==> config.mk <==
export PLATFORM = sky130hd
export DESIGN_NAME = gemm_result_drain
export DESIGN_NICKNAME = d
export VERILOG_FILES = /design/src/rtl/gemm_result_drain.sv
export SDC_FILE = /design/constraint.sdc
export NUM_CORES = 1
export LEC_CHECK = 0
export ABC_AREA = 0
export CAP_MARGIN = 15
export CORE_ASPECT_RATIO = 0.9
export CORE_UTILIZATION = 55
export DETAILED_ROUTE_END_ITERATION = 8
export PLACE_DENSITY = 0.8
export SYNTH_ARGS = -nofsm -noshare
export SYNTH_HDL_FRONTEND = slang
export SYNTH_SLANG_ARGS = --single-unit
==> constraint.sdc <==
create_clock -name clock -period 5.6 [get_ports clock]
set_input_delay 1.68 -clock clock [delete_from_list [all_inputs] [get_ports clock]]
set_output_delay 1.68 -clock clock [all_outputs]
set_load 0.02 [all_outputs]
==> src/rtl/gemm_result_drain.sv <==
// Result drain buffer between the GEMM MAC array and a ready/valid consumer.
// Circular FIFO with drop-on-full overflow flag and output tile framing (out_last).
module gemm_result_drain #(
   parameter int C_DATA_WIDTH = 32,
   parameter int C_DEPTH      = 16,
   parameter int C_TILE_LEN   = 16
) (
   input  logic                      clock,
   input  logic                      reset,
   input  logic [C_DATA_WIDTH-1:0]   in_data,
   input  logic                      in_valid,
   output logic [C_DATA_WIDTH-1:0]   out_data,
   output logic                      out_valid,
   input  logic                      out_ready,
   output logic                      out_last,
   output logic [$clog2(C_DEPTH):0]  level,
   output logic                      overflow
);

   localparam int AW = $clog2(C_DEPTH);
   localparam int TW = (C_TILE_LEN > 1) ? $clog2(C_TILE_LEN) : 1;
   localparam logic [TW-1:0] TILE_MAX = TW'(C_TILE_LEN - 1);
   localparam logic [AW:0]   LVL_FULL = (AW + 1)'(C_DEPTH);

   logic [C_DATA_WIDTH-1:0] mem_q [C_DEPTH];

   logic [AW-1:0] wr_ptr_q, wr_ptr_d;
   logic [AW-1:0] rd_ptr_q, rd_ptr_d;
   logic [AW:0]   level_q, level_d;
   logic [TW-1:0] tile_cnt_q, tile_cnt_d;
   logic          overflow_q, overflow_d;

   logic full;
   logic pop;
   logic push;

   always_comb begin
      full = (level_q == LVL_FULL);
      pop  = (level_q != '0) && out_ready;
      // A full buffer still accepts a word when a pop frees a slot on the same edge.
      push = in_valid && (!full || pop);
   end

   always_comb begin
      wr_ptr_d   = wr_ptr_q;
      rd_ptr_d   = rd_ptr_q;
      level_d    = level_q;
      tile_cnt_d = tile_cnt_q;
      overflow_d = overflow_q;

      if (push) begin
         wr_ptr_d = wr_ptr_q + AW'(1);
      end
      if (pop) begin
         rd_ptr_d = rd_ptr_q + AW'(1);
         if (tile_cnt_q == TILE_MAX) begin
            tile_cnt_d = '0;
         end else begin
            tile_cnt_d = tile_cnt_q + TW'(1);
         end
      end

      case ({push, pop})
         2'b10:   level_d = level_q + (AW + 1)'(1);
         2'b01:   level_d = level_q - (AW + 1)'(1);
         default: level_d = level_q;
      endcase

      if (in_valid && !push) begin
         overflow_d = 1'b1;
      end
   end

   always_ff @(posedge clock or posedge reset) begin
      if (reset) begin
         wr_ptr_q   <= '0;
         rd_ptr_q   <= '0;
         level_q    <= '0;
         tile_cnt_q <= '0;
         overflow_q <= 1'b0;
      end else begin
         wr_ptr_q   <= wr_ptr_d;
         rd_ptr_q   <= rd_ptr_d;
         level_q    <= level_d;
         tile_cnt_q <= tile_cnt_d;
         overflow_q <= overflow_d;
      end
   end

   // Storage carries no reset so it maps onto plain RAM; stale words are unreachable after reset.
   always_ff @(posedge clock) begin
      if (push && !reset) begin
         mem_q[wr_ptr_q] <= in_data;
      end
   end

   always_comb begin
      out_valid = (level_q != '0);
      out_data  = mem_q[rd_ptr_q];
      out_last  = out_valid && (tile_cnt_q == TILE_MAX);
      level     = level_q;
      overflow  = overflow_q;
   end

endmodule
# Word-level counts from Yosys, hierarchy flattened
# Memory sizes are Yosys's and may differ from the RTL's.
# Index checks and enable logic that the tools add are counted.
# W data, S select, Z words.
# op_classes
n_addsub	5
n_mul	0
n_div	0
order_cmp	0
eq_ne	4
shift	0
n_mux	4
n_bitwise	0
reduce_logical	11
# ops
operator	n
$add A4 B1 Y4 const B	3
$pmux W5 S2	1
$add A5 B1 Y5 const B	1
$eq A5 B5 Y1 const B	1
$logic_and A1 B1 Y1	5
$reduce_bool A5 Y1	1
$sub A5 B1 Y5 const B	1
$eq A4 B4 Y1 const B	1
$mux W4	1
$logic_not A1 Y1	3
$eq A2 B1 Y1 const B	1
$eq A2 B2 Y1 const B	1
$mux W1	2
$reduce_bool A2 Y1	1
$logic_or A1 B1 Y1	1
# totals
register_bits	18
latch_bits	0
ramBits	512
rom_bits	0
out_inout_bits	40
wordCells	30
memories	1
# memory_table
name	words	width	rd	rd_ports_with_merged_regs	write_ports	line	source
mem_q	16	32	1	0	1	25	logic [C_DATA_WIDTH-1:0] mem_q [C_DEPTH];

# Depth between registers and ports, before layout
# depth
word_depth	7
mapped_depth	10

# Worst setup path before layout
# Ideal clock, no wire load.
# synth_timing
path_kind	input to register
start	input reset
end	memory mem_q[13][0] (enable)
arrival_time_ns	3.714
required_ns	5.179
slack_ns	1.465
path_stages	3
cell_sequence	inv_1 > nand3_1 > nor2_1
# synth_between
elab_chain_len	4
# synth_lines
element	line	source
from (decl)	9	input logic reset,
$logic_not A1 Y1	92	if (push && !reset) begin
$logic_and A1 B1 Y1	92	
$mux W1	92	
$mux W1 (implied by the code)	93	mem_q[wr_ptr_q] <= in_data;
to (decl)	25	
# Every way passes these cells.

# Worst setup path in the final report
# layout_timing
start	register rd_ptr_q[0]
end	output out_data[21]
# layout_between
elab_chain_len	1
# layout_lines
element	line	source
from (decl)	28	logic [AW-1:0] rd_ptr_q, rd_ptr_d;
from (signal assigned)	83	rd_ptr_q <= rd_ptr_d;
$mem_v2 Z16 W32	-	
to (decl)	12	output logic [C_DATA_WIDTH-1:0] out_data,
# Every way passes these cells.

==> flow_summary.toml <==
[grt]
grt_pass1_wl_mm = 64.6
track_usage_pct = 24.0
overflow = 0
antenna_found_initial = 2
first_global_vias = 10472
grt_max_degree = 49

[critical_path]
worstPathRequired_ns = 3.92
rr_endpoint = "level[2]$_DFFE_PP0P_"
reg2reg_from = "level[2]$_DFFE_PP0P_"
crit_path_start_kind = "flop"
critPathKind = "reg2out"
reg2reg_slack_ns = 2.63
r2r_cells = 9
crit_arrival_ns = 3.31
endpoint_kind = "output port"
path_max_fanout = 26

[power]
power.density_nw_per_um2 = 499
leakagePower_uw = 0.00751
ir_drop_v = 0.000300

[yosys]
ys.flop_type = "edfxtp_1"
ys_ff_latch = 530
syn-mean-instance-area_sq_um = 21.9
syn_nets = 971
synthArstFlopShare_pct = 3.40
syn_inst = 925
synth_edf_count = 512
ys_types = 41
ys_seq_area_share_pct = 78.1
ys_warn_count = 0
synth_area_sq_um = 20300

[timing]
slew_violations = 0
slew_headroom_pct = 33.8
setup_violations = 0
rsz0062_at_grt = "no"
finalCriticalPeriod_ns = 4.99
worst_pin_slew_ns = 0.994
fmax_ghz = 0.200
post-route-period-util_pct = 89.1
fin_tns_setup_ns = 0
hold_viol_final = 0
clock_skew_ns = 0.0172

[die]
die_x_um = 204
coreArea_sq_um = 36300
rows = 66
die_h_um = 184
initial_core_util_pct = 55.9
die_area_sq_um = 37600
ioPinCount = 76

[cells_and_area]
finish.utilization_pct = 65.0
fillers = 2271
layout_common_cells = "edfxtp_1, mux4_2, clkdlybuf4s50_1"
layout.nets = 1085
syn2layout_area_growth_pct = 16.2
drive_above_1_share_pct = 23.9
final_common_cell = "edfxtp_1"
n_antenna_cell = 0

[hold_path]
min_path_cells = 2
min_to = "overflow$_DFFE_PP0P_"
hold_path_class = "reg2reg"
hold_start = "overflow$_DFFE_PP0P_"

[place]
io_buffer_count = 75
gp_congestion = 0.758
dp_hpwl_mm = 23.9

[clocking]
post_cts_buffers = 0
cts_made_buffers = 50
cts_root_buf = "clkbuf_16"
cts.sinks = 530
cts_tree = "yes"
htree_levels = 2
clk_pin_slew_ns = 0.06
clockBufferDepth = 3
cts.hold.buffers_added = 0
cts_resized = 0
clk_latency_ns = 0.57

[detailed_routing]
finalWirelength_mm = 43.2
first_pass_iters = 5
avgViaCountPerCell = 6.36
antenna_left = 0
drc = 0
post_drt_wl_per_cell_um = 27.8
drt-initial-drc-count = 999
vias = 9881

[outcome]
status = "completed"

[job]
maxCapViolCount = 0
==> power breakdown <==
group	switching (uW)	internal (uW)	total, uW
Sequential	259	4630	4880
Combinational	1890	1700	3580
Clock	1400	1900	3290
==> state kept, by name, summed over array words and instances, names as in the netlist <==
name and cells:
mem_q 512, level 5, overflow 1, wr_ptr_q 4, rd_ptr_q 4, tile_cnt_q 4
==> per-layer routing <==
layer	GRT usage [%]	vias up	share of wire, %
met5	0	-	0
li1	-	4104	-
met3	4.84	95	8.1
met1	31.5	5209	38
met4	8.75	0	2.9
met2	40.0	473	51
==> final cells by class <==
| type | count | area (sq um) | share of cell area, % |
|---|---|---|---|
| Timing Repair Buffer | 111 | 1150 | 4.87 |
| Sequential cell | 530 | 15800 | 67.2 |
| Clock inverter | 30 | 279 | 1.18 |
| Inverter | 9 | 33.8 | 0.143 |
| Tap cell | 476 | 596 | 2.53 |
| Clock buffer | 61 | 1310 | 5.58 |
| Multi-Input combinational cell | 337 | 4350 | 18.5 |
==> cells by family after synthesis <==
group / share of synthesized area (%)
flip-flops: 78.1
multiplexers: 14.4
AND/OR/NAND/NOR: 2.00
AO/OA/AOI/OAI: 3.27
buffers and inverters: 1.20
XOR/XNOR: 0.432
adder cells (fa/ha/maj): 0.654
==> worst max-delay path by stage <==
stage	from	end	slack, ns	cells past startpoint
final	rd_ptr_q[0]$_DFFE_PP0N_	out_data[21]	0.61	5
after global routing	rd_ptr_q[0]$_DFFE_PP0N_	out_data[11]	0.48	5
after CTS	rd_ptr_q[0]$_DFFE_PP0N_	out_data[11]	0.56	5
after detailed placement	in_valid	mem_q[10][0]$_DFFE_PP_	1.06	5
after global placement	in_valid	mem_q[10][3]$_DFFE_PP_	1.11	5
after floorplan	reset	mem_q[13][0]$_DFFE_PP_	1.47	3
==> through the flow <==
step / setup WS, ns / hold slack, ns / total power [uW] / instance area, sq um / std cells
6_report: 0.610 / 0.486 / 11800 / 23500 / 1554
5_1_grt: 0.480 / 0.510 / 12200 / 23500 / 1554
4_1_cts: 0.556 / 0.486 / 11900 / 23500 / 1554
3_5_place_dp: 1.06 / 0.466 / 8550 / 22000 / 1463
3_3_place_gp: 1.11 / 0.473 / 8480 / 22000 / 1463
2_1_floorplan: 1.47 / 0.451 / 7170 / 20300 / 925
==> synthesized netlist by cell type (all sizes together) (4+ instances only) <==
library cell	number	area, sq um
a21oi	4	20.0
a22oi	65	488
buf	20	101
clkbuf	29	109
dfrtp	18	450
edfxtp	512	15400
ha	9	113
inv	9	33.8
mux4	128	2880
nand2	52	203
nand3	4	20.0
nor2	25	93.8
o21ai	9	45.0
xnor2	9	78.8
==> worst max-delay path: stages, from the launching register on <==
cell	delay, ns
dfrtp_4	0.80
buf_4	0.41
mux4_2	0.56
a22oi_1	0.25
nand2_1	0.15
clkdlybuf4s50_1	0.57
Note: power is estimated with default switching activity, not from simulation.
